==> config.mk <==
export PLATFORM = sky130hd
export DESIGN_NAME = sync_down_counter_tff
export DESIGN_NICKNAME = d
export VERILOG_FILES = /design/src/rtl/sync_down_counter_tff.sv
export SDC_FILE = /design/constraint.sdc
export NUM_CORES = 1
export LEC_CHECK = 0
export CAP_MARGIN = 20
export CORE_UTILIZATION = 30
export DETAILED_ROUTE_END_ITERATION = 10
export SYNTH_ARGS = -nofsm -noshare
export SYNTH_HDL_FRONTEND = slang
export SYNTH_SLANG_ARGS = --single-unit
==> constraint.sdc <==
create_clock -name clk_i -period 2.9 [get_ports clk_i]
set_input_delay 0.58 -clock clk_i [delete_from_list [all_inputs] [get_ports clk_i]]
set_output_delay 0.58 -clock clk_i [all_outputs]
set_load 0.02 [all_outputs]
==> src/rtl/sync_down_counter_tff.sv <==
// Loadable synchronous down counter built from toggle cells, with a terminal-count
// look-ahead, a registered done pulse and an optional auto-reload from the last loaded value.
module sync_down_counter_tff #(
  parameter int WIDTH       = 4,
  parameter bit AUTO_RELOAD = 1'b1
) (
  input  logic             clk_i,
  input  logic             rst_i,
  input  logic             en_i,
  input  logic             load_i,
  input  logic [WIDTH-1:0] d_i,
  input  logic             start_i,
  output logic [WIDTH-1:0] q_o,
  output logic             busy_o,
  output logic             tc_o,
  output logic             done_o
);

  typedef enum logic [1:0] {
    IDLE = 2'd0,
    RUN  = 2'd1,
    HALT = 2'd2
  } state_t;

  state_t           state_q, state_d;
  logic [WIDTH-1:0] q_q, q_d;
  logic [WIDTH-1:0] rld_q, rld_d;
  logic             done_q, done_d;
  logic [WIDTH-1:0] toggle;
  logic             q_is_zero;

  // Bit i flips when every lower bit is zero: the borrow chain of a decrement.
  for (genvar gi = 0; gi < WIDTH; gi++) begin : g_tff
    if (gi == 0) begin : g_lsb
      assign toggle[gi] = 1'b1;
    end else begin : g_bit
      assign toggle[gi] = ~|q_q[gi-1:0];
    end
  end

  assign q_is_zero = (q_q == '0);

  always_comb begin
    state_d = state_q;
    q_d     = q_q;
    rld_d   = rld_q;
    done_d  = 1'b0;
    if (load_i) begin
      q_d   = d_i;
      rld_d = d_i;
      if (start_i) begin
        state_d = RUN;
      end else if (state_q == HALT) begin
        state_d = IDLE;
      end
    end else if (start_i && (state_q != RUN)) begin
      state_d = RUN;
      if (state_q == HALT) begin
        q_d = rld_q;
      end
    end else if ((state_q == RUN) && en_i) begin
      if (q_is_zero) begin
        // Terminal edge: never wrap to all-ones.
        done_d = 1'b1;
        if (AUTO_RELOAD) begin
          q_d = rld_q;
        end else begin
          state_d = HALT;
        end
      end else begin
        q_d = q_q ^ toggle;
      end
    end
  end

  always_ff @(posedge clk_i or posedge rst_i) begin
    if (rst_i) begin
      state_q <= IDLE;
      q_q     <= '0;
      rld_q   <= '0;
      done_q  <= 1'b0;
    end else begin
      state_q <= state_d;
      q_q     <= q_d;
      rld_q   <= rld_d;
      done_q  <= done_d;
    end
  end

  assign q_o    = q_q;
  assign busy_o = (state_q == RUN);
  assign tc_o   = busy_o & en_i & q_is_zero;
  assign done_o = done_q;

endmodule
==> impl_metrics.csv <==
group,metric,value,unit
global_route,grtUsageTotal,13.1,%
timing,skew,0.00178,ns
global_route,grt_max_degree,16,
power_and_ir_drop,ir_drop,0.199,mV
timing,fin_crit,2.57,ns
route,firstDrtPassIters,4,
clock_tree,cts_resized,0,
global_route,overflow,0,
floorplan,initial_utilization,33.9,%
cells_and_area,postLayoutCoreUtil,45.6,%
synth,syn_inst,55,
worst_setup_path,path_max_fanout,6,
placement,io_buffers,15,
floorplan,coreArea,1580,um^2
timing,layout_setup_ws,0.333,ns
timing,relSlewSlack,65.7,%
clock_tree,cts_buffers,3,
cells_and_area,drive_gt1_share,16.9,%
clock_tree,clock_sinks,10,
synth,ys_warn_count,0,
power_and_ir_drop,leakage,0.000331,uW
worst_setup_path,required,2.32,ns
worst_setup_path,start_kind,"input pin",
timing,hold_viol_final,0,
clock_tree,cts_setup_buffers,0,
cells_and_area,fin_cells,87,
cells_and_area,areaGrowthSynthToFinish,34.4,%
clock_tree,cts_buffer_depth,2,
route,drt_wl_total,1040,um
synth,synth_top_area_share,46.8,%
global_route,antenna_found_initial,0,
clock_tree,clock_latency,0.26,ns
placement,dp_cells,84,
cells_and_area,final_area,718,um^2
route,avgViaCountPerCell,5.02,
synth,synth_nets,66,
placement,place_ws,0.330,ns
synth,synth-seq-area-share,46.8,%
clock_tree,cts_tree,"yes",
worst_hold_path,worstHoldPathType,"flop to flop",
synth,post-synth-top-area-cell,"dfrtp_1",
timing,worst_pin_slew,0.513,ns
cells_and_area,nNetsFinal,84,
timing,drv_slew,0,
route,drtIter0Drc,8,
timing,period_share,88.5,%
floorplan,dieArea,1950,um^2
placement,placed_area,696,um^2
synth,ys.flop_type,"dfrtp_1",
floorplan,fp.dieH,44.2,um
outcome,status,"finished, final reports clean",
route,drc,0,
synth,synth_commonest_cells,"dfrtp_1, inv_1, a21oi_1, nand2_1, nor2_1",
worst_setup_path,end_kind,"primary output",
clock_tree,ctsHoldBuffers,0,
synth,synthTopCellsByArea,"dfrtp_1, mux2_2, inv_1",
clock_tree,ctsRootBufferMaster,"clkbuf_4",
route,wl_per_cell,12.0,um
synth,syn-cell-area,534,um^2
synth,syn_area_per_cell,9.71,um^2
floorplan,dieWidth,44.2,um
synth,synth-seq-cells,10,
timing,rsz0062_at_grt,"false",
synth,synth-edff-count,0,
worst_setup_path,ff2ff_setup_slack,1.28,ns
power_and_ir_drop,power_density,521,nW/um^2
placement,gp_congestion,0.790,
synth,synthArstFlopShare,100,%
synth,synth.most_common_cell,"dfrtp_1",
clock_tree,htreeDepth,1,
route,ant_nets,0,
timing,setup_tns,0,ns
placement,dpl.hpwl,800,um
floorplan,ios,16,
cells_and_area,antenna_cells,0,
worst_setup_path,cp.arrival,1.99,ns
global_route,grt_pass1_vias,420,
route,vias,437,
clock_tree,clkTransAtPathRegs,0.06,ns
global_route,grt_pass1_wl,1760,um
synth,yosysUniqueCellTypes,22,
timing,max_freq,0.389,GHz
worst_setup_path,critPathKind,"input pin to primary output",
floorplan,rows,14,
flow_run,maxCapViolCount,0,
timing,setup_violations,0,
[path summary, 6_finish.rpt]
check	startpoint	endpoint	cells after the start
worst max-delay path	en_i	tc_o	4
worst min-delay path	rld_q[3]	rld_q[3]	1
worst max register to register	q_o[0]	q_o[2]	6
worst min register to register	rld_q[3]	rld_q[3]	1
max in group asynchronous	rst_i	rld_q[3]	2
min in group asynchronous	rst_i	rld_q[0]	2
[area by class of cell]
class | count | area (um^2)
Fill cell | 156 | 858
Sequential cell | 10 | 250
Multi-Input combinational cell | 36 | 249
Timing Repair Buffer | 15 | 150
Inverter | 7 | 26.3
Clock buffer | 3 | 22.5
Tap cell | 16 | 20.0
[power by group]
group,total [uW],switching (uW),internal (uW)
clock network,93.9,46.0,47.8
registers,169,14.4,155
logic,111,51.8,59.5
total,374,112,262
[placed cells by master (no fill, tap or decap), types with 2 or more instances in the layout]
cell type / instances
inv_1: 7
a21oi_2: 2
nor2_1: 4
clkdlybuf4s50_1: 15
nand2_1: 5
nor3_1: 2
ha_1: 2
o21ai_0: 3
mux2_2: 3
dfrtp_1: 10
a21oi_1: 5
clkbuf_4: 3
[stage by stage]
step | hold WS (ns) | total power [uW]
after global placement | 0.482 | 285
final | 0.504 | 374
after detailed placement | 0.491 | 285
after CTS | 0.505 | 380
after global routing | 0.539 | 400
after floorplan | 0.420 | 240
[flip-flops by register name, summed over array words and instances, names as in the netlist]
signal and count:
q_o 4, rld_q 4, done_o 1, state_q 1
[routing by layer]
| layer | routed length [um] | GRT usage, % | up-vias |
|---|---|---|---|
| met5 | 0 | 0 | - |
| met3 | 45 | 3.67 | 2 |
| met4 | 18 | 10.9 | 0 |
| li1 | - | - | 222 |
| met1 | 481 | 14.4 | 205 |
| met2 | 495 | 20.9 | 8 |
[logic make-up (layout without fill, tap and decap cells)]
group | after synthesis | count (layout) | synth area share (%)
AO/OA/AOI/OAI | 13 | 13 | 15.0
XOR/XNOR | 1 | 1 | 1.64
adder cells (fa/ha/maj) | 2 | 2 | 4.68
buffers and inverters | 9 | 25 | 6.56
flip-flops | 10 | 10 | 46.8
multiplexers | 5 | 5 | 11.0
AND/OR/NAND/NOR | 15 | 15 | 14.3
[critical path, stage by stage]
cell and delay [ns]:
clkdlybuf4s50_1 0.53, nand2_1 0.15, nor2_1 0.12, clkdlybuf4s50_1 0.60
No activity file was read; power rests on OpenSTA's default activity.
